`config.mk`:
```
export PLATFORM = sky130hd
export DESIGN_NAME = psx_joy_port
export DESIGN_NICKNAME = d
export VERILOG_FILES = /design/src/rtl/psx_joy_port.sv
export SDC_FILE = /design/constraint.sdc
export NUM_CORES = 1
export LEC_CHECK = 0
export ABC_CLOCK_PERIOD_IN_PS = 4890
export BUFFER_PORTS_ARGS = -buffer_cell sky130_fd_sc_hd__buf_4
export CORE_MARGIN = 8
export CORE_UTILIZATION = 25
export CTS_CLUSTER_SIZE = 24
export DETAILED_ROUTE_END_ITERATION = 8
export SLEW_MARGIN = 0
export SYNTH_ARGS = -nofsm -noshare
export SYNTH_HDL_FRONTEND = slang
export SYNTH_SLANG_ARGS = --single-unit
```
`constraint.sdc`:
```
create_clock -name clk -period 4.89 [get_ports clk]
set_input_delay 0 -clock clk [delete_from_list [all_inputs] [get_ports clk]]
set_output_delay 0 -clock clk [all_outputs]
set_load 0.01 [all_outputs]
```
`src/rtl/psx_joy_port.sv`:
```
// PSX controller / memory-card serial port: register file, baud-timed byte shifter and RX FIFO.
// Optional ACK_WAIT timeout is compiled in when JOY_ACK_TIMEOUT_EN is defined.
`timescale 1ns/1ps

module psx_joy_port #(
   parameter int          RX_DEPTH    = 8,
   parameter logic [15:0] BAUD_RESET  = 16'h0088,
   parameter int          ACK_TIMEOUT = 1024
) (
   input  logic        clk,
   input  logic        rst,
   input  logic [3:0]  reg_sel,
   input  logic        wen,
   input  logic        ren,
   input  logic [3:0]  ben,
   input  logic [31:0] data_i,
   output logic [31:0] data_o,
   output logic        joy_clk,
   output logic        joy_txd,
   input  logic        joy_rxd,
   input  logic        joy_ack_n,
   output logic [1:0]  joy_sel_n,
   output logic        irq_ctrl
);

   localparam int AW = $clog2(RX_DEPTH);

`ifdef JOY_ACK_TIMEOUT_EN
   localparam bit TMO_EN = 1'b1;
`else
   localparam bit TMO_EN = 1'b0;
`endif

   typedef enum logic [2:0] {
      S_IDLE, S_LOAD, S_SHIFT_LO, S_SHIFT_HI, S_DONE, S_ACK_WAIT
   } state_t;

   state_t state, state_d;

   logic [15:0]   mode;
   logic [15:0]   baud;
   logic          ctrl_txen, ctrl_joyn, ctrl_irqen, ctrl_slot;
   logic [7:0]    tx_buf;
   logic          tx_full;
   logic [7:0]    tx_shift, rx_shift;
   logic [2:0]    bit_idx;
   logic [15:0]   baud_cnt;
   logic [31:0]   tmo_cnt;
   logic          overrun, irq_flag, ren_q;
   logic [7:0]    fifo_mem [RX_DEPTH];
   logic [AW:0]   wr_ptr, rd_ptr;
   logic [31:0]   rd_mux;

   logic          wr_data, soft_rst, ack_wr, rd_stb, pop, push, push_ok, ovr_set, ack_set;
   logic          fifo_empty, fifo_full, baud_last, ack_tmo;
   logic [15:0]   half_period;

   assign wr_data  = wen && (reg_sel == 4'h0) && ben[0];
   assign soft_rst = wen && (reg_sel == 4'h8) && ben[2] && data_i[22];
   assign ack_wr   = wen && (reg_sel == 4'h8) && ben[2] && data_i[20];
   assign rd_stb   = ren && !ren_q;

   assign fifo_empty = (wr_ptr == rd_ptr);
   assign fifo_full  = (wr_ptr[AW] != rd_ptr[AW]) && (wr_ptr[AW-1:0] == rd_ptr[AW-1:0]);
   assign pop        = rd_stb && (reg_sel == 4'h0) && !fifo_empty;
   assign push       = (state == S_DONE);
   // A pop in the same cycle frees a slot, so a full FIFO still accepts the push.
   assign push_ok    = push && (!fifo_full || pop);
   assign ovr_set    = push && fifo_full && !pop;
   assign ack_set    = (state == S_ACK_WAIT) && !joy_ack_n && ctrl_irqen;

   assign half_period = (baud == 16'd0) ? 16'd1 : baud;
   assign baud_last   = (baud_cnt == half_period - 16'd1);
   assign ack_tmo     = TMO_EN && (state == S_ACK_WAIT) && (tmo_cnt == 32'(ACK_TIMEOUT - 1));

   assign irq_ctrl  = irq_flag;
   assign joy_sel_n = ctrl_slot ? {~ctrl_joyn, 1'b1} : {1'b1, ~ctrl_joyn};

   always_ff @(posedge clk) begin
      if (rst) state <= S_IDLE;
      else     state <= state_d;
   end

   // NOTE: every output of a combinational block gets a default first so no latch is inferred.
   always_comb begin
      state_d = state;
      joy_clk = 1'b1;
      joy_txd = 1'b1;
      case (state)
         S_IDLE:     if (tx_full && ctrl_txen) state_d = S_LOAD;
         S_LOAD:     state_d = S_SHIFT_LO;
         S_SHIFT_LO: begin
            joy_clk = 1'b0;
            joy_txd = tx_shift[bit_idx];
            if (baud_last) state_d = S_SHIFT_HI;
         end
         S_SHIFT_HI: begin
            joy_txd = tx_shift[bit_idx];
            if (baud_last) state_d = (bit_idx == 3'd7) ? S_DONE : S_SHIFT_LO;
         end
         S_DONE:     state_d = S_ACK_WAIT;
         S_ACK_WAIT: begin
            if (!joy_ack_n)                 state_d = S_IDLE;
            else if (tx_full && ctrl_txen)  state_d = S_LOAD;
            else if (ack_tmo)               state_d = S_IDLE;
         end
         default:    state_d = S_IDLE;
      endcase
      if (soft_rst) state_d = S_IDLE;
   end

   // NOTE: sequential state is always assigned with <= so every flop samples pre-edge values.
   always_ff @(posedge clk) begin
      if (rst || soft_rst) begin
         baud_cnt <= '0;
         bit_idx  <= '0;
         tx_shift <= '0;
         rx_shift <= '0;
         tmo_cnt  <= '0;
      end else begin
         baud_cnt <= ((state == S_SHIFT_LO || state == S_SHIFT_HI) && !baud_last)
                     ? baud_cnt + 16'd1 : 16'd0;
         tmo_cnt  <= (state == S_ACK_WAIT) ? tmo_cnt + 32'd1 : 32'd0;
         if (state == S_LOAD) begin
            tx_shift <= tx_buf;
            bit_idx  <= '0;
         end
         if (state == S_SHIFT_HI && baud_cnt == 16'd0) rx_shift[bit_idx] <= joy_rxd;
         if (state == S_SHIFT_HI && baud_last)         bit_idx <= bit_idx + 3'd1;
      end
   end

   // NOTE: FIFO storage has no reset; the pointers alone define which entries are valid.
   always_ff @(posedge clk) begin
      if (push_ok) fifo_mem[wr_ptr[AW-1:0]] <= rx_shift;
   end

   always_comb begin
      rd_mux = '0;
      case (reg_sel)
         4'h0: rd_mux = fifo_empty ? 32'd0 : {24'd0, fifo_mem[rd_ptr[AW-1:0]]};
         4'h4: rd_mux = {22'd0, irq_flag, 1'b0, ~joy_ack_n, 2'b00, overrun, 1'b0,
                         (state == S_IDLE), !fifo_empty, !tx_full};
         4'h8: rd_mux = {2'b00, ctrl_slot, ctrl_irqen, 10'd0, ctrl_joyn, ctrl_txen, mode};
         4'hC: rd_mux = {baud, 16'd0};
         default: rd_mux = '0;
      endcase
   end

   always_ff @(posedge clk) begin
      if (rst) begin
         mode       <= '0;
         baud       <= BAUD_RESET;
         ctrl_txen  <= 1'b0;
         ctrl_joyn  <= 1'b0;
         ctrl_irqen <= 1'b0;
         ctrl_slot  <= 1'b0;
         tx_buf     <= '0;
         tx_full    <= 1'b0;
         overrun    <= 1'b0;
         irq_flag   <= 1'b0;
         ren_q      <= 1'b0;
         data_o     <= '0;
         wr_ptr     <= '0;
         rd_ptr     <= '0;
      end else begin
         ren_q <= ren;
         if (rd_stb) data_o <= rd_mux;

         if (wen && reg_sel == 4'h8) begin
            if (ben[0]) mode[7:0]  <= data_i[7:0];
            if (ben[1]) mode[15:8] <= data_i[15:8];
            if (ben[2]) {ctrl_joyn, ctrl_txen} <= data_i[17:16];
            if (ben[3]) {ctrl_slot, ctrl_irqen} <= data_i[29:28];
         end
         if (wen && reg_sel == 4'hC) begin
            if (ben[2]) baud[7:0]  <= data_i[23:16];
            if (ben[3]) baud[15:8] <= data_i[31:24];
         end
         if (wr_data) tx_buf <= data_i[7:0];

         if (soft_rst) begin
            tx_full  <= 1'b0;
            overrun  <= 1'b0;
            irq_flag <= 1'b0;
            wr_ptr   <= '0;
            rd_ptr   <= '0;
         end else begin
            // Later assignments take priority: a new DATA write beats LOAD, a set beats an ACK clear.
            if (state == S_LOAD) tx_full <= 1'b0;
            if (wr_data)         tx_full <= 1'b1;
            if (ack_wr) begin
               irq_flag <= 1'b0;
               overrun  <= 1'b0;
            end
            if (ovr_set) overrun  <= 1'b1;
            if (ack_set) irq_flag <= 1'b1;
            if (push_ok) wr_ptr <= wr_ptr + 1'b1;
            if (pop)     rd_ptr <= rd_ptr + 1'b1;
         end
      end
   end

endmodule
```
# [Word level (Yosys, flattened, before mapping)]
# Memory sizes are Yosys's and may differ from the RTL's. A register that Yosys moved wholly into a read port is not among the register bits.
# Cells that the tools add are included.
[word_totals] regBits=126 mem_bits_rw=64 inputBits=46 output_inout_bits=37 elab_cells=124 memories=1
[memory_table] name="fifo_mem" depth=8 width=8 read_ports=1 rd_ports_with_merged_regs=1 write_ports=1 line="50" source="logic [7:0] fifo_mem [RX_DEPTH];"
[op_classes] n_addsub=5 magnitude_cmp=2 n_eq_ne=15 muxes=28 bitwise=3 n_reduce_logical=49
[ops] operator="$pmux W32 S4" n=1
[ops] operator="$logic_not A16 Y1" n=2
[ops] operator="$mux W3" n=9
[ops] operator="$logic_and A1 B1 Y1" n=21
[ops] operator="$pmux W3 S6" n=1
[ops] operator="$add A16 B1 Y16 const B" n=1
[ops] operator="$eq A16 B16 Y1" n=1
[ops] operator="$mux W16" n=1
[ops] operator="$sub A16 B1 Y16 const B" n=1
[ops] operator="$reduce_and A2 Y1" n=7
[ops] operator="$mux W1" n=11
[ops] operator="$eq A3 B3 Y1 const B" n=3
[ops] operator="$add A4 B1 Y4 const B" n=2
[ops] operator="$bwmux W8" n=1
[ops] operator="$eq A4 B4 Y1 const B" n=2
[ops] operator="$mux W8" n=1
[ops] operator="$reduce_bool A2 Y1" n=4
[ops] operator="$logic_not A1 Y1" n=7
[ops] operator="$eq A3 B2 Y1 const B" n=2
[ops] operator="$reduce_or A2 Y1" n=3
[ops] operator="$eq A4 B3 Y1 const B" n=1
[ops] operator="$eq A4 B4 Y1" n=1
[ops] operator="$logic_not A4 Y1" n=1
[ops] operator="$lt A3 B4 Y1 const B" n=1
[ops] operator="other kinds (12)" n=17

# [Depth between registers and ports, before layout]
# Gate-level depths: netlist of the first run.
[depth] depth_word=8 mapped_depth=14 depth_no_buf=12

# [Least setup slack after synthesis of the first run]
# No wires, ideal clock.
[synth_path] path_type="register to register" startpoint="register baud[3]" endpoint="register bit_idx[0]" setup_ps=72 arrival_ps=2838 required_time_ps=4818 setup_slack_ps=1981 path_stages_with_launch=13 n_path_buf=0 synth_period_minus_slack_ps=2909 path_cell_list="dfxtp_1 nor4_2 nand2_1 nor2_1 a21oi_1 ha_1 and2b_2 nand4_1 nand3_1 a2111oi_4 o2111ai_2 nor2_2 mux2i_1"
[synth_between] elab_chain_len=6 elab_cells_between_ends=7 classes_between="1 x add/sub; 1 x eq/ne; 2 x mux; 3 x reduce/logical"
[synth_lines] item="start: declaration" line="41" source="logic [15:0] baud;"
[synth_lines] item="start signal: assignment" line="177" source="if (ben[2]) baud[7:0] <= data_i[23:16];"
[synth_lines] item="$logic_not A16 Y1" line="72" source="assign half_period = (baud == 16'd0) ? 16'd1 : baud;"
[synth_lines] item="$mux W16 *" line="72"
[synth_lines] item="$sub A16 B1 Y16 *" line="73" source="assign baud_last = (baud_cnt == half_period - 16'd1);"
[synth_lines] item="$eq A16 B16 Y1 *" line="73"
[synth_lines] item="$logic_and A1 B1 Y1 *" line="129" source="if (state == S_SHIFT_HI && baud_last) bit_idx <= bit_idx + 3'd1;"
[synth_lines] item="$mux W3 or $reduce_bool A2 Y1 (tied branches)"
[synth_lines] item="end signal: assignment" line="129"
[synth_lines] item="end: declaration" line="46" source="logic [2:0] bit_idx;"
# Mark *: on every way between the ends. The rest lies on a longest branch, timed or not.
# A chain may end at the register's enable or synchronous reset.

# [Worst setup path in the final report of the first run]
# Ends and elaborated chain as after synthesis.

==> impl_metrics.prom, run 1 <==
# TYPE chip_impl_metric gauge
chip_impl_metric{name="cell_area_after_synthesis",unit="mm2"} 0.00833
chip_impl_metric{name="worst_clock_skew",unit="ps"} 9.01
chip_impl_metric{name="synth_compound_gate_area_share",unit="%"} 8.38
chip_impl_metric{name="finalSetupViolations",unit=""} 0
chip_impl_metric{name="drt_iter0_drc",unit=""} 378
chip_impl_info{name="synth.top_cells.by_count",value="sky130_fd_sc_hd__dfxtp_1 (129), sky130_fd_sc_hd__nor2_1 (111), sky130_fd_sc_hd__nand2_1 (89)"} 1
chip_impl_info{name="worstPathCellList",value="nor4_2, nand2_1, nor2_1, a21oi_1, ha_1, nor3b_1, xor2_1, nand3_1, a311oi_1, o2111ai_2, nor2_2, mux2i_1"} 1
chip_impl_metric{name="initial_utilization",unit="%"} 25.1
chip_impl_metric{name="crit_required",unit="ps"} 5260
chip_impl_metric{name="antenna_violations_before_repair",unit=""} 5
chip_impl_metric{name="firstDrtPassIters",unit=""} 5
chip_impl_metric{name="drc",unit=""} 0
chip_impl_metric{name="postCtsSetupRepairBufs",unit=""} 0
chip_impl_info{name="hp-class",value="input pin to flip-flop"} 1
chip_impl_metric{name="finalCriticalPeriod",unit="ps"} 3540
chip_impl_info{name="clock_tree_from_tritoncts",value="yes"} 1
chip_impl_metric{name="highest_net_fanout_along_the_worst_path",unit=""} 9
chip_impl_metric{name="synth.ff_latch_count",unit=""} 193
chip_impl_metric{name="min_delay_path_depth",unit=""} 4
chip_impl_metric{name="muxShareOfSynthArea",unit="%"} 11.1
chip_impl_metric{name="layout.filler_cells",unit=""} 3440
chip_impl_info{name="worstHoldEndpoint",value="data_o[1]$_SDFFE_PP0P_"} 1
chip_impl_metric{name="mappedNetlistNets",unit=""} 851
chip_impl_metric{name="grt_overflow_total",unit=""} 0
chip_impl_metric{name="synthesis.area_per_instance",unit="um2"} 10.4
chip_impl_metric{name="numClockSinks",unit=""} 193
chip_impl_metric{name="core",unit="mm2"} 0.0332
chip_impl_metric{name="hpwl",unit="mm"} 15.2
chip_impl_metric{name="via_count_of_the_first_global_routing_pass",unit=""} 5892
chip_impl_metric{name="timing.final.hold_violations",unit=""} 0
chip_impl_metric{name="detail_route.wirelength",unit="mm"} 21.3
chip_impl_metric{name="antenna_left",unit=""} 0
chip_impl_info{name="hp-start",value="reg_sel[3]"} 1
chip_impl_metric{name="cts-buffers-inserted",unit=""} 17
chip_impl_info{name="cp_slowest_cell",value="sky130_fd_sc_hd__nor4_2"} 1
chip_impl_metric{name="grt_use_total",unit="%"} 10.8
chip_impl_metric{name="final-instance-count-excl-fill",unit=""} 1360
chip_impl_info{name="outcome",value="completed"} 1
chip_impl_metric{name="drive_above_1_share",unit="%"} 16.1
chip_impl_metric{name="clock_insertion_delay_worst_skew",unit="ps"} 440
chip_impl_info{name="synth_top_cells_by_area",value="sky130_fd_sc_hd__dfxtp_1 (31%), sky130_fd_sc_hd__edfxtp_1 (23%), sky130_fd_sc_hd__mux2i_1 (6.3%)"} 1
chip_impl_metric{name="synthArstFlopShare",unit="%"} 0
chip_impl_metric{name="timing.reg2reg.worst_path_depth",unit=""} 12
chip_impl_metric{name="io_buffer_count",unit=""} 82
chip_impl_metric{name="chipWidth",unit="um"} 199
chip_impl_info{name="synthDominantAreaCellType",value="sky130_fd_sc_hd__dfxtp_1"} 1
chip_impl_info{name="worst_setup_path_end_kind",value="flip-flop"} 1
chip_impl_metric{name="clock_path_buffers",unit=""} 2
chip_impl_info{name="synth_flop_cell",value="sky130_fd_sc_hd__dfxtp_1"} 1
chip_impl_info{name="r2r_start",value="baud[3]$_SDFFE_PP1P_"} 1
chip_impl_metric{name="design.die.area",unit="mm2"} 0.0394
chip_impl_metric{name="synth_cell_type_count",unit=""} 58
chip_impl_metric{name="synth-edff-count",unit=""} 64
chip_impl_metric{name="num_rows",unit=""} 67
chip_impl_metric{name="number_of_vias_per_cell",unit=""} 4.52
chip_impl_metric{name="max_cap_violations",unit=""} 0
chip_impl_metric{name="die_height",unit="um"} 199
chip_impl_metric{name="seq_area_frac_synth",unit="%"} 54.1
chip_impl_metric{name="worst_ir_drop_vdd",unit="mV"} 0.304
chip_impl_metric{name="synth_top_cell_area_share",unit="%"} 31.0
chip_impl_metric{name="leakage",unit="uW"} 0.00360
chip_impl_info{name="synthMostInstantiatedCell",value="sky130_fd_sc_hd__dfxtp_1"} 1
chip_impl_info{name="rsz0062_at_grt",value="no"} 1
chip_impl_metric{name="gp_congestion",unit=""} 0.808
chip_impl_metric{name="final_min_period_over_clock_period",unit="%"} 72.4
chip_impl_info{name="synth_top_family_by_area",value="simple AND/OR/NAND/NOR gates"} 1
chip_impl_metric{name="drt-wirelength-per-cell",unit="um"} 15.7
chip_impl_metric{name="grt_max_degree",unit=""} 80
chip_impl_metric{name="net_count_final",unit=""} 948
chip_impl_metric{name="grt_pass1_wl",unit="mm"} 33.1
chip_impl_metric{name="area_growth_syn_to_layout",unit="%"} 25.0
chip_impl_metric{name="slew_violations",unit=""} 0
chip_impl_info{name="worst_setup_path_start_kind",value="flip-flop"} 1
chip_impl_metric{name="worst-path-buf-inv",unit=""} 0
chip_impl_metric{name="h-tree-depth",unit=""} 4
chip_impl_metric{name="synth-xor-area-share",unit="%"} 4.10
chip_impl_metric{name="pwr_density_cell",unit="mW/mm2"} 322
chip_impl_metric{name="ys_warns",unit=""} 0
chip_impl_metric{name="fmax",unit="MHz"} 283
chip_impl_metric{name="postCtsResizedCells",unit=""} 0
chip_impl_metric{name="worst_slew_pin_slew",unit="ps"} 1090
chip_impl_info{name="root_buffer",value="sky130_fd_sc_hd__clkbuf_16"} 1
chip_impl_info{name="reg2reg_to",value="bit_idx[0]$_SDFFE_PP0P_"} 1
chip_impl_info{name="cp_top_family",value="simple AND/OR/NAND/NOR gates"} 1
chip_impl_metric{name="dr_total_vias",unit=""} 6151
chip_impl_metric{name="place.detailed.instances",unit=""} 1286
chip_impl_metric{name="number_of_instances_in_the_synthesized_netlist",unit=""} 798
chip_impl_metric{name="clk_transition_reported_paths",unit="ps"} 70
chip_impl_metric{name="post_synth_fa_ha_maj_area_fraction",unit="%"} 1.05
chip_impl_info{name="criticalPathCategory",value="flip-flop to flip-flop"} 1
chip_impl_metric{name="synth-simple-area-share",unit="%"} 18.2
chip_impl_metric{name="top_level_ports",unit=""} 83
chip_impl_metric{name="maxSlewHeadroom",unit="%"} 27.5
chip_impl_metric{name="regToRegSetupSlack",unit="ps"} 1350
chip_impl_metric{name="cp_slowest_stage_delay",unit="ps"} 700
chip_impl_metric{name="final.setup.tns",unit="ps"} 0
chip_impl_metric{name="worstPathArrival",unit="ps"} 3910
==> metal layers <==
layer	vias up	wire length, um	global-route usage, %
met5	-	13	0
met4	2	247	2.66
met3	19	1090	3.01
met2	136	9720	16.8
met1	2960	10200	14.6
li1	3034	-	-
==> cell usage in the layout (no fill, tap or decap), types with 4 or more instances in the layout <==
cell type	n
sky130_fd_sc_hd__a21oi_1	44
sky130_fd_sc_hd__a22oi_1	20
sky130_fd_sc_hd__and2_1	4
sky130_fd_sc_hd__and3_1	12
sky130_fd_sc_hd__buf_4	90
sky130_fd_sc_hd__bufinv_16	6
sky130_fd_sc_hd__clkbuf_16	17
sky130_fd_sc_hd__dfxtp_1	129
sky130_fd_sc_hd__diode_2	4
sky130_fd_sc_hd__dlygate4sd3_1	38
sky130_fd_sc_hd__edfxtp_1	64
sky130_fd_sc_hd__ha_1	7
sky130_fd_sc_hd__inv_1	10
sky130_fd_sc_hd__mux2i_1	52
sky130_fd_sc_hd__mux4_2	18
sky130_fd_sc_hd__nand2_1	89
sky130_fd_sc_hd__nand2b_1	11
sky130_fd_sc_hd__nand3_1	27
sky130_fd_sc_hd__nand3b_1	5
sky130_fd_sc_hd__nand4_1	7
sky130_fd_sc_hd__nor2_1	111
sky130_fd_sc_hd__nor2b_1	11
sky130_fd_sc_hd__nor3_1	17
sky130_fd_sc_hd__nor3b_1	10
sky130_fd_sc_hd__nor4_1	8
sky130_fd_sc_hd__o21ai_0	9
sky130_fd_sc_hd__xnor2_1	22
sky130_fd_sc_hd__xor2_1	17
==> how the worst max path moves through the flow <==
stage,startpoint,to,cells past startpoint
4_1_cts,baud[3]$_SDFFE_PP1P_,bit_idx[0]$_SDFFE_PP0P_,12
3_5_place_dp,baud[3]$_SDFFE_PP1P_,bit_idx[0]$_SDFFE_PP0P_,12
3_3_place_gp,baud[3]$_SDFFE_PP1P_,baud_cnt[4]$_SDFF_PP0_,12
6_report,baud[3]$_SDFFE_PP1P_,bit_idx[0]$_SDFFE_PP0P_,12
2_1_floorplan,baud[3]$_SDFFE_PP1P_,bit_idx[0]$_SDFFE_PP0P_,12
5_1_grt,baud[3]$_SDFFE_PP1P_,bit_idx[1]$_SDFFE_PP0P_,12
==> kinds of logic after synthesis <==
kind of cell / count (synthesis)
and+or+nand+nor: 324
DFF: 193
AOI/OAI and AO/OA: 105
muxes: 70
buffers and inverters: 60
xor gates and xnor gates: 39
adders and majority gates: 7
==> worst reg2reg max path, delay by kind of cell (launching register included) <==
kind	cells	cell delay (ps)
adders and majority gates	1	260
muxes	1	210
xor gates and xnor gates	1	160
DFF	1	380
AOI/OAI and AO/OA	3	840
and+or+nand+nor	6	1630
==> where the power goes <==
group | total [uW] | switching, uW | internal [uW]
logic | 127 | 66.2 | 60.3
clock network | 1580 | 616 | 961
registers | 1650 | 4.35 | 1650
==> what timing repair did <==
action / 4_1_cts / 5_1_grt
endpoints found under the hold margin: 59 / 0
hold buffers: 38 / 0
endpoints found under the setup margin: 0 / 0
==> through the flow <==
step | power [uW] | setup slack, ps | instance area (um2) | hold slack, ps | util (%)
floorplan | 1740 | 1980 | 8330 | 118 | -
global placement | 1790 | 1510 | 9360 | 210 | 28.2
detailed placement | 1790 | 1390 | 9360 | 214 | 28.2
CTS | 3390 | 1380 | 10400 | 44.3 | 31.3
global route | 3460 | 1060 | 10400 | 58.5 | 31.4
finish | 3360 | 1350 | 10400 | 49.5 | 31.4
==> final cells by class <==
cell class	instances	area (um2)	share of cell area (%)
Sequential cell	193	4500	43.3
Multi-Input combinational cell	545	3580	34.4
Timing Repair Buffer	128	1060	10.1
Tap cell	448	561	5.39
Clock buffer	18	429	4.12
Clock inverter	14	234	2.25
Inverter	10	37.5	0.361
Antenna cell	4	10.0	0.0962
==> sequential cells by signal, summed over array words and instances (netlist names), 8 cells and up, named ones only <==
signal,count
data_o,32
baud_cnt,16
mode,16
fifo_mem,64
tx_buf,8
rx_shift,8
tx_shift,8
baud,16
Power figures use the tool's default switching activity.
==> run 2, diff against run 1 <==
- ABC_AREA: unset -> 1
- ABC_CLOCK_PERIOD_IN_PS: 4890 -> 3700
- clock period: 4.89 -> 3.7 ns (I/O delays scaled with it)
==> impl_metrics.prom, run 2 <==
# TYPE chip_impl_metric gauge
chip_impl_metric{name="initial_utilization",unit="%"} 25.4
chip_impl_metric{name="synthesis.area_per_instance",unit="um2"} 8.40
chip_impl_metric{name="worst_ir_drop_vdd",unit="mV"} 0.346
chip_impl_metric{name="dr_total_vias",unit=""} 7398
chip_impl_metric{name="chipWidth",unit="um"} 200
chip_impl_metric{name="grt_max_degree",unit=""} 52
chip_impl_metric{name="mappedNetlistNets",unit=""} 1066
chip_impl_info{name="rsz0062_at_grt",value="no"} 1
chip_impl_metric{name="top_level_ports",unit=""} 83
chip_impl_metric{name="cts-buffers-inserted",unit=""} 17
chip_impl_metric{name="number_of_vias_per_cell",unit=""} 4.61
chip_impl_metric{name="timing.final.hold_violations",unit=""} 0
chip_impl_metric{name="power_frac_seq",unit="%"} 49.3
chip_impl_info{name="hp-class",value="input pin to flip-flop"} 1
chip_impl_info{name="setup.worst_path.start",value="baud[7]$_SDFFE_PP1P_"} 1
chip_impl_info{name="criticalPathCategory",value="flip-flop to flip-flop"} 1
chip_impl_metric{name="drt-wirelength-per-cell",unit="um"} 14.7
chip_impl_metric{name="final_min_period_over_clock_period",unit="%"} 80.2
chip_impl_metric{name="antenna_violations_before_repair",unit=""} 2
chip_impl_metric{name="ys_warns",unit=""} 0
chip_impl_metric{name="regToRegSetupSlack",unit="ps"} 730
chip_impl_info{name="worst_setup_path_start_kind",value="flip-flop"} 1
chip_impl_info{name="worst_setup_path_end_kind",value="flip-flop"} 1
chip_impl_metric{name="core",unit="mm2"} 0.0335
chip_impl_metric{name="synth_top_cell_area_share",unit="%"} 30.3
chip_impl_metric{name="placement.setup.worst_slack",unit="ps"} 722
chip_impl_metric{name="clk_transition_reported_paths",unit="ps"} 70
chip_impl_metric{name="io_buffer_count",unit=""} 82
chip_impl_metric{name="timing.hold.ws",unit="ps"} 36.2
chip_impl_metric{name="slew_violations",unit=""} 0
chip_impl_metric{name="drive_above_1_share",unit="%"} 15.1
chip_impl_metric{name="number_of_instances_in_the_synthesized_netlist",unit=""} 1013
chip_impl_metric{name="power.share.combinational",unit="%"} 9.8
chip_impl_metric{name="worst_slew_pin_slew",unit="ps"} 899
chip_impl_metric{name="pwr_density_cell",unit="mW/mm2"} 422
chip_impl_info{name="most_common_cell_after_layout_fill_and_taps_aside",value="sky130_fd_sc_hd__nand2_1"} 1
chip_impl_info{name="worstSetupEndpoint",value="baud_cnt[15]$_SDFF_PP0_"} 1
chip_impl_metric{name="power.share.switching",unit="%"} 26.6
chip_impl_metric{name="area_growth_syn_to_layout",unit="%"} 26.6
chip_impl_info{name="r2r_start",value="baud[7]$_SDFFE_PP1P_"} 1
chip_impl_metric{name="max_cap_violations",unit=""} 0
chip_impl_metric{name="finalCriticalPeriod",unit="ps"} 2970
chip_impl_metric{name="leakage",unit="uW"} 0.00412
chip_impl_metric{name="synth-edff-count",unit=""} 64
chip_impl_metric{name="antenna_left",unit=""} 0
chip_impl_metric{name="finalSetupViolations",unit=""} 0
chip_impl_metric{name="final.setup.worst_slack",unit="ps"} 734
chip_impl_metric{name="via_count_of_the_first_global_routing_pass",unit=""} 7023
chip_impl_metric{name="net_count_final",unit=""} 1196
chip_impl_metric{name="design.die.area",unit="mm2"} 0.0402
chip_impl_info{name="mostFrequentLayoutCells",value="sky130_fd_sc_hd__nand2_1 (177), sky130_fd_sc_hd__dfxtp_1 (129), sky130_fd_sc_hd__o21ai_0 (105), sky130_fd_sc_hd__a21oi_1 (102), sky130_fd_sc_hd__inv_1 (100)"} 1
chip_impl_info{name="outcome",value="completed"} 1
chip_impl_metric{name="synth_cell_type_count",unit=""} 40
chip_impl_info{name="synth_flop_cell",value="sky130_fd_sc_hd__dfxtp_1"} 1
chip_impl_info{name="reg2reg_to",value="baud_cnt[15]$_SDFF_PP0_"} 1
chip_impl_metric{name="worst_clock_skew",unit="ps"} 12.5
chip_impl_metric{name="gp_congestion",unit=""} 0.882
chip_impl_metric{name="clock_insertion_delay_worst_skew",unit="ps"} 440
chip_impl_metric{name="grt_pass1_wl",unit="mm"} 37.5
chip_impl_metric{name="h-tree-depth",unit=""} 4
chip_impl_info{name="synthMostInstantiatedCell",value="sky130_fd_sc_hd__nand2_1"} 1
chip_impl_metric{name="final.setup.tns",unit="ps"} 0
chip_impl_metric{name="hpwl",unit="mm"} 17.2
chip_impl_info{name="root_buffer",value="sky130_fd_sc_hd__clkbuf_16"} 1
chip_impl_metric{name="grt_use_total",unit="%"} 11.5
chip_impl_metric{name="grt_overflow_total",unit=""} 0
chip_impl_metric{name="timing.reg2reg.worst_path_depth",unit=""} 19
chip_impl_metric{name="detail_route.wirelength",unit="mm"} 23.7
chip_impl_metric{name="num_rows",unit=""} 67
chip_impl_metric{name="clock_path_buffers",unit=""} 2
chip_impl_info{name="clock_tree_from_tritoncts",value="yes"} 1
chip_impl_metric{name="worstPathArrival",unit="ps"} 3280
chip_impl_metric{name="highest_net_fanout_along_the_worst_path",unit=""} 16
chip_impl_metric{name="internal_power",unit="uW"} 3330
chip_impl_info{name="synthDominantAreaCellType",value="sky130_fd_sc_hd__dfxtp_1"} 1
chip_impl_metric{name="max_ffs_per_register",unit=""} 64
chip_impl_metric{name="seq_area_frac_synth",unit="%"} 52.9
chip_impl_metric{name="cell_area_after_synthesis",unit="mm2"} 0.00851
chip_impl_metric{name="p_clk_share",unit="%"} 40.9
chip_impl_metric{name="layout.filler_cells",unit=""} 3516
chip_impl_metric{name="drt_iter0_drc",unit=""} 404
chip_impl_metric{name="maxSlewHeadroom",unit="%"} 40.0
chip_impl_metric{name="numClockSinks",unit=""} 193
chip_impl_metric{name="fmax",unit="MHz"} 337
chip_impl_metric{name="die_height",unit="um"} 200
chip_impl_info{name="synth_top_cells_by_area",value="sky130_fd_sc_hd__dfxtp_1 (30%), sky130_fd_sc_hd__edfxtp_1 (23%), sky130_fd_sc_hd__nand2_1 (7.8%)"} 1
chip_impl_info{name="synth.top_cells.by_count",value="sky130_fd_sc_hd__nand2_1 (177), sky130_fd_sc_hd__dfxtp_1 (129), sky130_fd_sc_hd__o21ai_0 (105)"} 1
chip_impl_metric{name="firstDrtPassIters",unit=""} 5
chip_impl_metric{name="crit_required",unit="ps"} 4020
chip_impl_metric{name="drc",unit=""} 0
chip_impl_metric{name="switching_power",unit="uW"} 1210
chip_impl_metric{name="synthArstFlopShare",unit="%"} 0
chip_impl_metric{name="synth.ff_latch_count",unit=""} 193
==> run 2: cell types whose count changed after synthesis, moves of 20 or more <==
cell and change:
sky130_fd_sc_hd__o21ai_0 +96, sky130_fd_sc_hd__inv_1 +90, sky130_fd_sc_hd__nand2_1 +88, sky130_fd_sc_hd__a21oi_1 +58, sky130_fd_sc_hd__mux2i_1 -52, sky130_fd_sc_hd__nand3_1 +32, sky130_fd_sc_hd__nor2_1 -25, sky130_fd_sc_hd__a22oi_1 -20
==> run 2: kinds of logic after synthesis <==
kind of cell	Yosys count	share of synthesized area [%]
DFF	193	52.9
buffers and inverters	145	6.63
adders and majority gates	7	1.03
xor gates and xnor gates	24	2.63
and+or+nand+nor	407	21.7
AOI/OAI and AO/OA	237	15.1
==> run 2: metal layers <==
metal | part of all wire, % | GRT usage [%] | vias up | routed length, um
li1 | - | - | 3665 | -
met1 | 45 | 14.7 | 3530 | 10700
met2 | 49 | 19.5 | 166 | 11500
met3 | 4.2 | 2.18 | 35 | 983
met4 | 1.8 | 3.21 | 2 | 420
met5 | 0.051 | 0 | - | 12
==> run 2: worst min-delay path by stage <==
stage	from	endpoint	slack [ps]	cells past startpoint
floorplan	ren	ren_q$_SDFF_PP0_	120	2
detailed placement	data_i[19]	baud[3]$_SDFFE_PP1P_	220	3
global placement	data_i[19]	baud[3]$_SDFFE_PP1P_	220	3
CTS	reg_sel[2]	tx_buf[2]$_SDFFE_PP0P_	20	5
global route	reg_sel[2]	data_o[11]$_SDFFE_PP0P_	30	5
finish	reg_sel[2]	tx_buf[2]$_SDFFE_PP0P_	40	5
==> run 2: worst max-delay path, stage by stage, from the launching register on <==
cell and delay, ps:
sky130_fd_sc_hd__dfxtp_1 350, sky130_fd_sc_hd__nor2_1 210, sky130_fd_sc_hd__nand2_2 120, sky130_fd_sc_hd__nor2_4 160
sky130_fd_sc_hd__nand2_4 110, sky130_fd_sc_hd__nand2_2 80, sky130_fd_sc_hd__inv_1 50, sky130_fd_sc_hd__ha_1 240
sky130_fd_sc_hd__or2_2 300, sky130_fd_sc_hd__nand3_1 70, sky130_fd_sc_hd__nand2_1 40, sky130_fd_sc_hd__nand3b_1 150
sky130_fd_sc_hd__nor3_1 180, sky130_fd_sc_hd__nand2_1 120, sky130_fd_sc_hd__nor2_2 180, sky130_fd_sc_hd__nand2_2 80
sky130_fd_sc_hd__nand2_2 90, sky130_fd_sc_hd__inv_2 60, sky130_fd_sc_hd__nand2_4 200, sky130_fd_sc_hd__nor2_1 70
==> run 2: area by class of cell <==
class	instances	area (um2)	area share [%]
multi-input cells	675	3450	32.0
inverters	105	394	3.66
clock inverters	13	136	1.27
well taps	448	561	5.20
clock buffers	19	464	4.31
flip-flops and latches	193	4500	41.8
repair buffers	151	1270	11.7
diodes	1	2.50	0.0232
==> run 2: what timing repair did <==
| item | in CTS | in global routing |
|---|---|---|
| endpoints found under the hold margin | 61 | 0 |
| setup buffers | 0 | 0 |
| hold buffers | 53 | 0 |
| resized for setup | 0 | 0 |
==> run 2: power groups by stage <==
stage / clock network, uW / logic [uW] / registers, uW
6_report: 1860 / 444 / 2240
3_5_place_dp: 0 / 412 / 2290
3_3_place_gp: 0 / 410 / 2290
5_1_grt: 1990 / 493 / 2240
4_1_cts: 1900 / 452 / 2240
2_1_floorplan: 0 / 249 / 2290
==> run 2: metrics by stage <==
step                cells  total power (uW)  utilization [%]  cell area, um2
detailed placement   1519              2700             28.8            9640
global route         1605              4720             32.1           10800
CTS                  1604              4590             32.1           10800
finish               1605              4540             32.1           10800
global placement     1519              2700             28.8            9640
floorplan            1013              2540                -            8510
